[config.mk]
export PLATFORM = sky130hd
export DESIGN_NAME = instr_fetch_unit_flat
export DESIGN_NICKNAME = d
export VERILOG_FILES = /design/src/rtl/fetch_pkg.sv /design/src/rtl/instr_fetch_unit_if.sv /design/src/rtl/fetch_queue.sv /design/src/rtl/instr_fetch_unit.sv /design/src/flat_wrapper.sv
export SDC_FILE = /design/constraint.sdc
export NUM_CORES = 1
export LEC_CHECK = 0
export CORE_ASPECT_RATIO = 0.5
export CORE_UTILIZATION = 40
export CTS_CLUSTER_SIZE = 28
export DETAILED_ROUTE_END_ITERATION = 10
export HOLD_SLACK_MARGIN = 0.08
export SLEW_MARGIN = 20
export SYNTH_ARGS = -nofsm -noshare
export SYNTH_HDL_FRONTEND = slang
export SYNTH_HIERARCHICAL = 1
export SYNTH_SLANG_ARGS = --single-unit
[constraint.sdc]
create_clock -name clock -period 6.2 [get_ports clock]
set_input_delay 1.24 -clock clock [delete_from_list [all_inputs] [get_ports clock]]
set_output_delay 1.24 -clock clock [all_outputs]
set_load 0.01 [all_outputs]
[src/rtl/fetch_pkg.sv]
// Shared types and constants for the instruction fetch stage.
package fetch_pkg;

    typedef enum logic [1:0] {REQ, IDLE, DRAIN, HALT} fetch_state_t;

    localparam logic [15:0] PC_STEP           = 16'd2;
    localparam logic [15:0] HALT_WORD_DEFAULT = 16'hFFFF;

    typedef struct packed {
        logic [15:0] instr;
        logic [15:0] pc;
    } entry_t;

    function automatic logic [15:0] align_pc(input logic [15:0] pc);
        return {pc[15:1], 1'b0};
    endfunction

endpackage

[src/rtl/instr_fetch_unit_if.sv]
// Fetch-stage bus: instruction memory handshake, decode handshake and redirect.
interface instr_fetch_unit_if;
    logic        mem_req;
    logic [15:0] mem_addr;
    logic        mem_ack;
    logic [15:0] mem_rdata;
    logic        instr_valid;
    logic        instr_ready;
    logic [15:0] instr;
    logic [15:0] instr_pc;
    logic        redirect;
    logic [15:0] redirect_pc;
    logic        halted;

    modport master (
        output mem_req, mem_addr, instr_valid, instr, instr_pc, halted,
        input  mem_ack, mem_rdata, instr_ready, redirect, redirect_pc
    );

    modport slave (
        input  mem_req, mem_addr, instr_valid, instr, instr_pc, halted,
        output mem_ack, mem_rdata, instr_ready, redirect, redirect_pc
    );
endinterface

[src/rtl/fetch_queue.sv]
// Prefetch FIFO holding {instr, pc} entries; synchronous flush, async reset.
module fetch_queue
    import fetch_pkg::*;
#(
    parameter int unsigned DEPTH = 4
) (
    input  logic                   clock,
    input  logic                   reset,
    input  logic                   flush,
    input  logic                   push,
    input  entry_t                 push_data,
    input  logic                   pop,
    output entry_t                 head,
    output logic                   empty,
    output logic [$clog2(DEPTH):0] count
);
    localparam int unsigned AW = $clog2(DEPTH);
    localparam logic [AW:0] FULL_COUNT = (AW + 1)'(DEPTH);

    entry_t          slots [DEPTH];
    logic [AW-1:0]   wr_ptr;
    logic [AW-1:0]   rd_ptr;
    logic            do_push;
    logic            do_pop;

    assign empty   = (count == '0);
    assign do_push = push && (count != FULL_COUNT);
    assign do_pop  = pop && !empty;
    assign head    = slots[rd_ptr];

    always_ff @(posedge clock or posedge reset) begin
        if (reset) begin
            wr_ptr <= '0;
            rd_ptr <= '0;
            count  <= '0;
        end else if (flush) begin
            wr_ptr <= '0;
            rd_ptr <= '0;
            count  <= '0;
        end else begin
            if (do_push) wr_ptr <= wr_ptr + 1'b1;
            if (do_pop)  rd_ptr <= rd_ptr + 1'b1;
            if (do_push && !do_pop)      count <= count + 1'b1;
            else if (!do_push && do_pop) count <= count - 1'b1;
        end
    end

    always_ff @(posedge clock) begin
        if (do_push && !flush) slots[wr_ptr] <= push_data;
    end
endmodule

[src/rtl/instr_fetch_unit.sv]
// Fetch stage: sequential PC generation, single-outstanding memory requests,
// prefetch queue to decode, halt detection and redirect/flush.
module instr_fetch_unit
    import fetch_pkg::*;
#(
    parameter int unsigned DEPTH     = 4,
    parameter logic [15:0] RESET_PC  = 16'h0000,
    parameter logic [15:0] HALT_WORD = HALT_WORD_DEFAULT
) (
    input  logic               clock,
    input  logic               reset,
    instr_fetch_unit_if.master bus
);
    localparam int unsigned CW = $clog2(DEPTH) + 1;
    localparam logic [CW-1:0] DEPTH_C = CW'(DEPTH);

    fetch_state_t  state, state_next;
    logic [15:0]   fetch_pc, fetch_pc_next;
    logic [15:0]   drain_addr, drain_addr_next;
    logic          outstanding;
    logic          mem_fire;
    logic          deq;
    logic          enq;
    entry_t        push_entry;
    entry_t        head;
    logic          q_empty;
    logic [CW-1:0] q_count;
    logic [CW-1:0] count_after_ack;

    // Reset gates the request combinationally so it drops the moment reset rises.
    assign outstanding  = (state == REQ) || (state == DRAIN);
    assign bus.mem_req  = outstanding && !reset;
    assign bus.mem_addr = (state == DRAIN) ? drain_addr : fetch_pc;
    assign mem_fire     = bus.mem_req && bus.mem_ack;

    assign bus.instr_valid = !q_empty;
    assign bus.instr       = head.instr;
    assign bus.instr_pc    = head.pc;
    assign bus.halted      = (state == HALT) && q_empty;
    assign deq             = bus.instr_valid && bus.instr_ready;

    assign push_entry      = {bus.mem_rdata, fetch_pc};
    assign count_after_ack = q_count + CW'(1) - CW'(deq);

    fetch_queue #(.DEPTH(DEPTH)) u_queue (
        .clock     (clock),
        .reset     (reset),
        .flush     (bus.redirect),
        .push      (enq),
        .push_data (push_entry),
        .pop       (deq),
        .head      (head),
        .empty     (q_empty),
        .count     (q_count)
    );

    always_ff @(posedge clock or posedge reset) begin
        if (reset) begin
            state      <= REQ;
            fetch_pc   <= RESET_PC;
            drain_addr <= RESET_PC;
        end else begin
            state      <= state_next;
            fetch_pc   <= fetch_pc_next;
            drain_addr <= drain_addr_next;
        end
    end

    always_comb begin
        state_next      = state;
        fetch_pc_next   = fetch_pc;
        drain_addr_next = drain_addr;
        enq             = 1'b0;
        if (bus.redirect) begin
            fetch_pc_next = align_pc(bus.redirect_pc);
            case (state)
                REQ: begin
                    if (!mem_fire) begin
                        state_next      = DRAIN;
                        drain_addr_next = fetch_pc;
                    end
                end
                // An ack landing with the redirect completes the old request, so no drain is needed.
                DRAIN:   state_next = mem_fire ? REQ : DRAIN;
                IDLE:    state_next = REQ;
                HALT:    state_next = REQ;
            endcase
        end else begin
            case (state)
                REQ: begin
                    if (mem_fire) begin
                        enq           = 1'b1;
                        fetch_pc_next = fetch_pc + PC_STEP;
                        if (bus.mem_rdata == HALT_WORD)  state_next = HALT;
                        else if (count_after_ack < DEPTH_C) state_next = REQ;
                        else                             state_next = IDLE;
                    end
                end
                IDLE:  if (q_count < DEPTH_C) state_next = REQ;
                DRAIN: if (mem_fire) state_next = REQ;
                HALT:  state_next = HALT;
            endcase
        end
    end
endmodule
[src/flat_wrapper.sv]
// flat-port wrapper written by rule: the top's interface ports become plain ports
module instr_fetch_unit_flat import fetch_pkg::*;
#(
    parameter int unsigned DEPTH     = 4,
    parameter logic [15:0] RESET_PC  = 16'h0000,
    parameter logic [15:0] HALT_WORD = HALT_WORD_DEFAULT
)
  (clock, reset, bus_mem_req, bus_mem_addr, bus_instr_valid, bus_instr, bus_instr_pc, bus_halted, bus_mem_ack, bus_mem_rdata, bus_instr_ready, bus_redirect, bus_redirect_pc);
  instr_fetch_unit_if bus_i ();
  input  logic clock;
  input  logic reset;
  output wire logic [$bits(bus_i.mem_req)-1:0] bus_mem_req;
  output wire logic [$bits(bus_i.mem_addr)-1:0] bus_mem_addr;
  output wire logic [$bits(bus_i.instr_valid)-1:0] bus_instr_valid;
  output wire logic [$bits(bus_i.instr)-1:0] bus_instr;
  output wire logic [$bits(bus_i.instr_pc)-1:0] bus_instr_pc;
  output wire logic [$bits(bus_i.halted)-1:0] bus_halted;
  input wire logic [$bits(bus_i.mem_ack)-1:0] bus_mem_ack;
  input wire logic [$bits(bus_i.mem_rdata)-1:0] bus_mem_rdata;
  input wire logic [$bits(bus_i.instr_ready)-1:0] bus_instr_ready;
  input wire logic [$bits(bus_i.redirect)-1:0] bus_redirect;
  input wire logic [$bits(bus_i.redirect_pc)-1:0] bus_redirect_pc;
  assign bus_mem_req = bus_i.mem_req;
  assign bus_mem_addr = bus_i.mem_addr;
  assign bus_instr_valid = bus_i.instr_valid;
  assign bus_instr = bus_i.instr;
  assign bus_instr_pc = bus_i.instr_pc;
  assign bus_halted = bus_i.halted;
  assign bus_i.mem_ack = bus_mem_ack;
  assign bus_i.mem_rdata = bus_mem_rdata;
  assign bus_i.instr_ready = bus_instr_ready;
  assign bus_i.redirect = bus_redirect;
  assign bus_i.redirect_pc = bus_redirect_pc;
  instr_fetch_unit #(.DEPTH(DEPTH), .RESET_PC(RESET_PC), .HALT_WORD(HALT_WORD)) u_core (.clock(clock), .reset(reset), .bus(bus_i));
endmodule
==> flow_summary_export.csv, run 1 <==
group,metric,value,unit
outcome,status,"finished, final reports clean",
cts,numCtsBuffers,17,
grt,grt_max_degree,40,
die,rows,33,
layout,nets,543,
yosys,synth-seq-cells,167,
yosys,yosysWarnings,6,
worst_hold_path,hold_depth,1,
yosys,synth-compound-area-share,0.0345,
routing,vias,3789,
routing,drtIter0Drc,222,
yosys,synthMuxAreaShare,0.158,
die,die-area,18100,sq um
yosys,synth-seq-area-share,0.688,
worst_setup_path,cp-start-kind,"register",
pwr,max-vdd-ir-drop,0.249,mV
cts,ctsResizeCount,0,
layout,mostFrequentLayoutCell,"edfxtp_1",
routing,drt_first_pass_iters,4,
die,die_h,95.6,um
timing,rsz0062_at_grt,"no",
yosys,synth_edf_count,128,
timing,skew,0.0113,ns
timing,tns,0,ns
yosys,synth-simple-area-share,0.0641,
cts,cts_sinks,167,
timing,min_period_over_period,0.641,
cts,cts_setup_buffers,0,
timing,final-setup-viol-count,0,
yosys,syn_inst,406,
worst_setup_path,critPathKind,"register to primary output",
yosys,ys_dominant_reg_cell,"edfxtp_1",
timing,max_slew_margin,0.455,
layout,n_antenna_cell,0,
yosys,postSynthAreaPerCell,17.2,sq um
routing,finalWirelength,13500,um
worst_hold_path,min_from,"u_core/drain_addr[3]",
grt,antenna_found_initial,0,
placement,gp_congestion,0.758,
die,die_w,189,um
worst_setup_path,crit_start,"u_core/state[1]",
cts,cts_tree,"done",
grt,grt_first_pass_wirelength,20900,um
worst_setup_path,cp_max_fo,8,
grt,grt_pass1_vias,3855,
layout,area_growth,23.5,%
worst_setup_path,arrival,2.73,ns
cts,h-tree-depth,4,
cts,cts_buffer_depth,2,
layout,drive_above_1_share,0.207,
worst_setup_path,worstPathRequired,4.96,ns
timing,period_needed,3.97,ns
cts,root_buffer,"clkbuf_16",
yosys,synth_xor_area_frac,0.0163,
yosys,synth_top_family_by_area,"multiplexers",
pwr,p_leak,0.00296,uW
yosys,synth_adder_area_share,0.0118,
pwr,total_power,2600,uW
yosys,netlist_area,7000,sq um
worst_setup_path,reg2reg_depth,6,
timing,slew_violations,0,
die,core,16700,sq um
worst_setup_path,r2r_start,"u_core/state[0]",
routing,ant_nets,0,
cts,clock_latency,0.42,ns
worst_setup_path,cp-end-kind,"primary output",
timing,hold_viol,0,
placement,dp_hpwl,8510,um
placement,port_buffers,85,
cts,ctsHoldBuffers,0,
timing,worstMarginPinSlew,0.816,ns
routing,vias_per_cell,5.12,
die,io_pins,88,
timing,fmax,252,MHz
worst_setup_path,path_cells,"inv_1 -> nor2_1 -> buf_4 -> mux2_2 -> clkdlybuf4s50_1",
grt,grt_usage,0.159,
routing,route.detailed.drc,0,
layout,layout_common_cells,"edfxtp_1 (128), clkdlybuf4s50_1 (85), dfrtp_1 (38)",
run,maxCapViolations,0,
worst_setup_path,slowest_stage,"nor2_1",
worst_hold_path,hp-class,"register to register",
worst_setup_path,critPathMaxStageDelay,0.57,ns
yosys,synthDistinctLibCells,47,
grt,grt.overflow.total,0,
cts,cts.reportedPaths.clkPinSlew,0.07,ns
routing,wl_per_cell,18.2,um
die,initial_core_util,0.419,
pwr,p_per_area,301,nW/um^2
yosys,synth-async-reset-ratio,0.234,
==> registers in the layout (all words and copies together) (netlist names) <==
signal	cells
u_core/u_queue/count	3
u_core/state	2
u_core/u_queue/rd_ptr	2
u_core/drain_addr	15
u_core/fetch_pc	15
u_core/u_queue/wr_ptr	2
u_core/u_queue/slots	128
==> where the power goes <==
group          internal [uW]  switching, uW
logic                    164            105
registers               1260           50.2
clock network            539            481
==> Yosys cell counts, types with 2 or more instances <==
library cell / instances / share of area
mux4_2: 32 / 0.10
mux2i_1: 3 / 0.0043
o31ai_1: 2 / 0.0021
mux2_2: 30 / 0.048
a31oi_1: 5 / 0.0045
nor3_1: 5 / 0.0036
a311oi_1: 2 / 0.0025
xor2_1: 9 / 0.011
and3_1: 4 / 0.0036
nand4_1: 10 / 0.0089
xnor2_1: 4 / 0.0050
ha_1: 5 / 0.0089
buf_2: 10 / 0.0071
buf_6: 5 / 0.0080
inv_1: 11 / 0.0059
edfxtp_1: 128 / 0.55
and2_1: 6 / 0.0054
o21ai_0: 18 / 0.013
and4_1: 3 / 0.0038
a21oi_1: 2 / 0.0014
or3_1: 4 / 0.0036
nand3_1: 8 / 0.0057
nor2_1: 15 / 0.0080
buf_4: 3 / 0.0032
nand3b_1: 2 / 0.0021
clkbuf_1: 5 / 0.0027
nand2_1: 17 / 0.0091
dfrtp_1: 39 / 0.14
==> area by class of cell <==
type,count,area (sq um)
Clock buffer,17,425
Clock inverter,15,151
Fill cell,1421,8070
Inverter,11,41.3
Multi-Input combinational cell,209,2010
Sequential cell,167,4820
Tap cell,227,284
Timing Repair Buffer,94,918
==> cell families after synthesis <==
group / after synthesis
buf+inv: 34
flops: 167
simple gates: 81
fa+ha+maj: 6
xor+xnor: 13
mux: 66
other cells: 1
compound gates: 38
==> worst max-delay path, delay by kind of cell, from the launching register on <==
family	cells	cell delay, ns
buffers and inverters	3	0.90
and+or+nand+nor	1	0.57
DFF	1	0.48
muxes	1	0.35
==> per-stage QoR <==
stage               cells  hold slack [ns]  instance area, sq um  utilization  setup slack (ns)
floorplan             410            0.474                  7020            -              2.67
global placement      708            0.481                  8070        0.483              1.94
detailed placement    708            0.491                  8070        0.483              1.91
CTS                   740            0.507                  8650        0.517              2.17
global route          740            0.517                  8650        0.517              2.08
finish                740            0.504                  8650        0.517              2.23
==> per-layer routing <==
layer  track usage  share of wire  routed length, um  vias to the layer above
met5             0              0                  0                        -
met3        0.0320          0.050                679                        8
li1              -              -                  -                     1780
met2         0.247           0.46               6250                       90
met1         0.219           0.48               6440                     1911
met4        0.0685         0.0083                112                        0
==> final timing paths <==
kind	endpoint	slack (ns)
setup / recovery	bus_mem_addr[10]	2.23
min in group asynchronous	u_core/u_queue/count[0]	1.26
hold / removal	u_core/drain_addr[3]	0.50
hold reg to reg	u_core/drain_addr[3]	0.50
setup reg to reg	u_core/u_queue/slots[0][7]	3.11
max in group asynchronous	u_core/fetch_pc[15]	4.48
No activity file was read; power rests on OpenSTA's default activity.
==> run 2, diff against run 1 <==
==> constraint.sdc (replaced) <==
create_clock -name clock -period 3.95 [get_ports clock]
set_input_delay 0.79 -clock clock [delete_from_list [all_inputs] [get_ports clock]]
set_output_delay 0.79 -clock clock [all_outputs]
set_load 0.01 [all_outputs]
==> run 2 against run 1 <==
Compared with the run above: worst hold slack got worse by 0.0013 ns; critical path type unchanged; die area unchanged; non-clock buffer count increased by 2; highest routed layer unchanged.
==> flow_summary_export.csv, run 2 (same netlist as run 1, synthesis figures left out) <==
group,metric,value,unit
die,initial_core_util,0.419,
cts,ctsHoldBuffers,0,
die,die-area,18100,sq um
cts,cts_setup_buffers,0,
layout,n_antenna_cell,0,
cts,h-tree-depth,4,
cts,cts_sinks,167,
routing,drt_first_pass_iters,5,
grt,grt_usage,0.165,
die,rows,33,
worst_hold_path,hp-class,"register to register",
layout,largest_register_ffs,128,
die,core,16700,sq um
die,io_pins,88,
pwr,pwr-share-clk,0.402,
timing,hold_viol,0,
die,die_w,189,um
cts,root_buffer,"clkbuf_16",
worst_setup_path,arrival,2.30,ns
timing,worstMarginPinSlew,0.812,ns
cts,cts_buffer_depth,2,
timing,final-setup-viol-count,0,
layout,reg_top3,"u_core/u_queue/slots x128, u_core/drain_addr x15, u_core/fetch_pc x15",
timing,fmax,324,MHz
routing,drtIter0Drc,267,
pwr,switching_share,0.251,
pwr,p_per_area,473,nW/um^2
grt,antenna_found_initial,0,
timing,period_needed,3.09,ns
timing,tns,0,ns
layout,mostFrequentLayoutCell,"edfxtp_1",
placement,dp_hpwl,8520,um
layout,drive_above_1_share,0.212,
grt,grt_first_pass_wirelength,22000,um
timing,max_slew_margin,0.457,
routing,route.detailed.drc,0,
cts,clock_latency,0.42,ns
placement,gp_congestion,0.799,
grt,grt.overflow.total,0,
worst_setup_path,worstPathRequired,3.16,ns
timing,slew_violations,0,
worst_setup_path,critPathKind,"register to primary output",
pwr,max-vdd-ir-drop,0.312,mV
pwr,p_switching,1040,uW
worst_setup_path,cp-start-kind,"register",
pwr,p_seq_frac,0.496,
layout,layout_common_cells,"edfxtp_1 (128), clkdlybuf4s50_1 (85), dfrtp_1 (38)",
routing,wl_per_cell,18.4,um
routing,ant_nets,0,
layout,area_growth,25.2,%
worst_setup_path,cp-end-kind,"primary output",
die,die_h,95.6,um
routing,finalWirelength,13700,um
cts,ctsResizeCount,0,
cts,numCtsBuffers,17,
timing,min_period_over_period,0.782,
worst_setup_path,slowest_stage,"mux4_2",
routing,vias_per_cell,5.14,
timing,rsz0062_at_grt,"no",
pwr,comb_power_share,0.102,
grt,grt_pass1_vias,3905,
layout,regMostFlops,"u_core/u_queue/slots",
worst_setup_path,critPathMaxStageDelay,0.58,ns
placement,port_buffers,85,
routing,vias,3814,
layout,nets,545,
worst_setup_path,path_cells,"buf_12 -> mux4_2 -> clkdlybuf4s50_1",
outcome,status,"finished, final reports clean",
cts,cts.reportedPaths.clkPinSlew,0.07,ns
layout,final_core_util,0.525,
pwr,internal_power,3110,uW
pwr,p_leak,0.00300,uW
grt,grt_max_degree,39,
worst_setup_path,cp_max_fo,28,
timing,skew,0.0128,ns
run,maxCapViolations,0,
cts,cts_tree,"done",
-- run 2: layout make-up --
| class | instances | area, sq um |
|---|---|---|
| tap | 227 | 284 |
| inverter | 11 | 41.3 |
| sequential | 167 | 4820 |
| multi-input combinational | 209 | 2010 |
| timing repair buffer | 96 | 996 |
| clock inverter | 15 | 194 |
| fill | 1381 | 7950 |
| clock buffer | 17 | 425 |
-- run 2: path summary, 6_finish.rpt --
| path | end | startpoint | slack (ns) | depth (start not counted) |
|---|---|---|---|---|
| worst max-delay path | bus_instr[9] | u_core/u_queue/rd_ptr[0] | 0.86 | 3 |
| min in group asynchronous | u_core/u_queue/wr_ptr[1] | reset | 0.80 | 2 |
| worst min register to register | u_core/drain_addr[5] | u_core/drain_addr[5] | 0.50 | 1 |
| max in group asynchronous | u_core/fetch_pc[9] | reset | 2.70 | 3 |
| worst max register to register | u_core/u_queue/slots[1][4] | u_core/state[0] | 1.33 | 7 |
| worst min-delay path | u_core/drain_addr[5] | u_core/drain_addr[5] | 0.50 | 1 |
-- run 2: stage by stage --
| stage | cell area, sq um | hold WS, ns | total power (uW) | instances | worst slack (ns) |
|---|---|---|---|---|---|
| floorplan | 7020 | 0.474 | 2300 | 410 | 0.871 |
| global placement | 8150 | 0.481 | 2510 | 710 | 0.591 |
| detailed placement | 8150 | 0.490 | 2520 | 710 | 0.557 |
| CTS | 8770 | 0.506 | 4200 | 742 | 0.794 |
| global route | 8770 | 0.514 | 4320 | 742 | 0.747 |
| finish | 8770 | 0.503 | 4150 | 742 | 0.861 |
-- run 2: routing by layer --
layer / GRT usage / vias up / share of wire
met5: 0 / - / 0
met4: 0.0544 / 0 / 0.0078
met3: 0.0350 / 11 / 0.045
met2: 0.258 / 82 / 0.47
met1: 0.232 / 1941 / 0.48
li1: - / 1780 / -
-- run 2: worst max-delay path: cells and delay by family (launching register included) --
| family | cells | cell delay, ns |
|---|---|---|
| buffers and inverters | 2 | 0.78 |
| DFF | 1 | 0.50 |
| muxes | 1 | 0.58 |
-- run 2: power groups by stage --
stage | clock [uW] | combinational, uW | sequential [uW]
final | 1670 | 424 | 2060
after global routing | 1790 | 460 | 2070
after CTS | 1710 | 431 | 2060
after detailed placement | 0 | 428 | 2090
after global placement | 0 | 426 | 2090
after floorplan | 0 | 237 | 2060
==> run 3, diff against run 2 <==
==> constraint.sdc (replaced) <==
create_clock -name clock -period 2.85 [get_ports clock]
set_input_delay 0.57 -clock clock [delete_from_list [all_inputs] [get_ports clock]]
set_output_delay 0.57 -clock clock [all_outputs]
set_load 0.01 [all_outputs]
==> run 3 against run 2 <==
Compared with the run above: clock power up 49%; highest routed layer unchanged; non-clock buffer count is 19 higher; global-route usage up 0.17 points.
==> flow_summary_export.csv, run 3 (same netlist as run 1, synthesis figures left out) <==
group,metric,value,unit
worst_setup_path,critPathKind,"register to primary output",
grt,grt.overflow.total,0,
timing,final-setup-viol-count,0,
timing,fmax,360,MHz
routing,vias,3849,
worst_setup_path,reg2reg_slack,0.41,ns
layout,final_core_util,0.536,
placement,gp_congestion,0.771,
cts,cts_tree,"done",
outcome,status,"finished, final reports clean",
worst_setup_path,cp_max_fo,8,
worst_hold_path,min_from,"u_core/drain_addr[10]",
routing,route.detailed.drc,0,
layout,largest_register_ffs,128,
placement,port_buffers,85,
layout,nets,564,
die,die-area,18100,sq um
pwr,max-vdd-ir-drop,0.491,mV
layout,reg_top3,"u_core/u_queue/slots x128, u_core/drain_addr x15, u_core/fetch_pc x15",
layout,area_growth,28.1,%
pwr,p_leak,0.00312,uW
layout,layout_common_cells,"edfxtp_1 (128), clkdlybuf4s50_1 (85), dfrtp_1 (37)",
grt,grt_max_degree,38,
placement,dp_hpwl,9000,um
worst_setup_path,reg2reg_depth,6,
cts,numCtsBuffers,17,
worst_hold_path,hold_end,"u_core/drain_addr[10]",
timing,slew_violations,0,
layout,regMostFlops,"u_core/u_queue/slots",
die,core,16700,sq um
timing,period_needed,2.78,ns
layout,drive_above_1_share,0.249,
die,die_w,189,um
cts,cts_sinks,167,
grt,antenna_found_initial,0,
routing,drt_first_pass_iters,4,
die,die_h,95.6,um
grt,grt_first_pass_wirelength,21900,um
worst_setup_path,cp-start-kind,"register",
cts,cts_buffer_depth,2,
worst_setup_path,cp-end-kind,"primary output",
worst_hold_path,hold_depth,1,
worst_setup_path,arrival,2.21,ns
die,rows,33,
routing,ant_nets,0,
worst_setup_path,r2r_start,"u_core/u_queue/count[2]",
worst_setup_path,timing.rr.end,"u_core/u_queue/count[2]",
timing,min_period_over_period,0.974,
run,maxCapViolations,0,
placement,dp_cells,727,
die,initial_core_util,0.419,
layout,n_antenna_cell,0,
cts,cts.reportedPaths.clkPinSlew,0.07,ns
worst_hold_path,hp-class,"register to register",
worst_setup_path,worstPathRequired,2.28,ns
timing,hold_viol,0,
grt,grt_pass1_vias,3927,
cts,clock_latency,0.42,ns
placement,place_area,8300,sq um
layout,stdcell_area,8970,sq um
layout,fin_cells,761,
cts,h-tree-depth,4,
pwr,p_per_area,663,nW/um^2
grt,grt_usage,0.167,
routing,vias_per_cell,5.06,
routing,wl_per_cell,18.4,um
layout,fillers,1386,
timing,skew,0.00837,ns
layout,mostFrequentLayoutCell,"edfxtp_1",
cts,root_buffer,"clkbuf_16",
routing,finalWirelength,14000,um
routing,drtIter0Drc,268,
worst_setup_path,crit_start,"u_core/state[0]",
die,io_pins,88,
run 3: changes by cell type in the layout (fill, tap and decap cells not counted), moves of 2 or more:
cell,before,now
bufinv_16,0,4
buf_6,0,2
and2_1,6,2
buf_4,6,22
and2_2,0,4
clkinv_8,6,0
inv_8,4,2
inv_6,2,6
run 3: worst max path at each step:
stage	to	slack (ns)	cells past startpoint
after global placement	u_core/u_queue/slots[1][21]	-0.08	7
after global routing	bus_mem_addr[13]	-0.003	5
after detailed placement	u_core/u_queue/slots[0][21]	-0.11	7
final	bus_mem_addr[15]	0.07	5
after floorplan	u_core/u_queue/count[2]	0.26	9
after CTS	bus_mem_addr[10]	0.02	5
run 3: where the power goes:
group / switching (uW) / total [uW] / internal (uW)
Clock: 985 / 2480 / 1500
Sequential: 106 / 2850 / 2750
Combinational: 239 / 612 / 372
Total: 1330 / 5940 / 4610
run 3: layer usage:
metal / share of wire / up-vias / GRT usage
met5: 0 / - / 0
met3: 0.045 / 11 / 0.0394
met1: 0.49 / 1931 / 0.232
li1: - / 1822 / -
met2: 0.45 / 85 / 0.258
met4: 0.010 / 0 / 0.0625
run 3: metrics by stage:
step	setup TNS, ns	setup WS, ns	total power, uW	hold WS, ns
floorplan	0	0.263	3190	0.373
global placement	-7.99	-0.0778	3490	0.481
detailed placement	-12.07	-0.113	3500	0.487
CTS	0	0.0211	5990	0.502
global route	-0.00252	-0.00252	6160	0.512
finish	0	0.0727	5940	0.503
run 3: final cells by class:
cell class / instances / area, sq um / share of cell area
clock buffer: 18 / 429 / 0.0479
inverter: 11 / 41.3 / 0.00460
tap: 227 / 284 / 0.0317
timing repair buffer: 115 / 1160 / 0.129
clock inverter: 14 / 209 / 0.0233
multi-input combinational: 209 / 2020 / 0.225
sequential: 167 / 4820 / 0.538
run 3: repair_timing:
action,CTS,global route
hold buffers,0,0
hold endpoints to repair,0,0
gates resized for setup,2,6
gates cloned,0,1
endpoints found under the setup margin,26,15
setup buffers,1,0
run 3: worst max-delay path: stages (launching register included):
cell	delay (ns)
dfrtp_1	0.43
buf_4	0.20
nor2_4	0.15
buf_6	0.17
mux2_2	0.35
clkdlybuf4s50_1	0.48
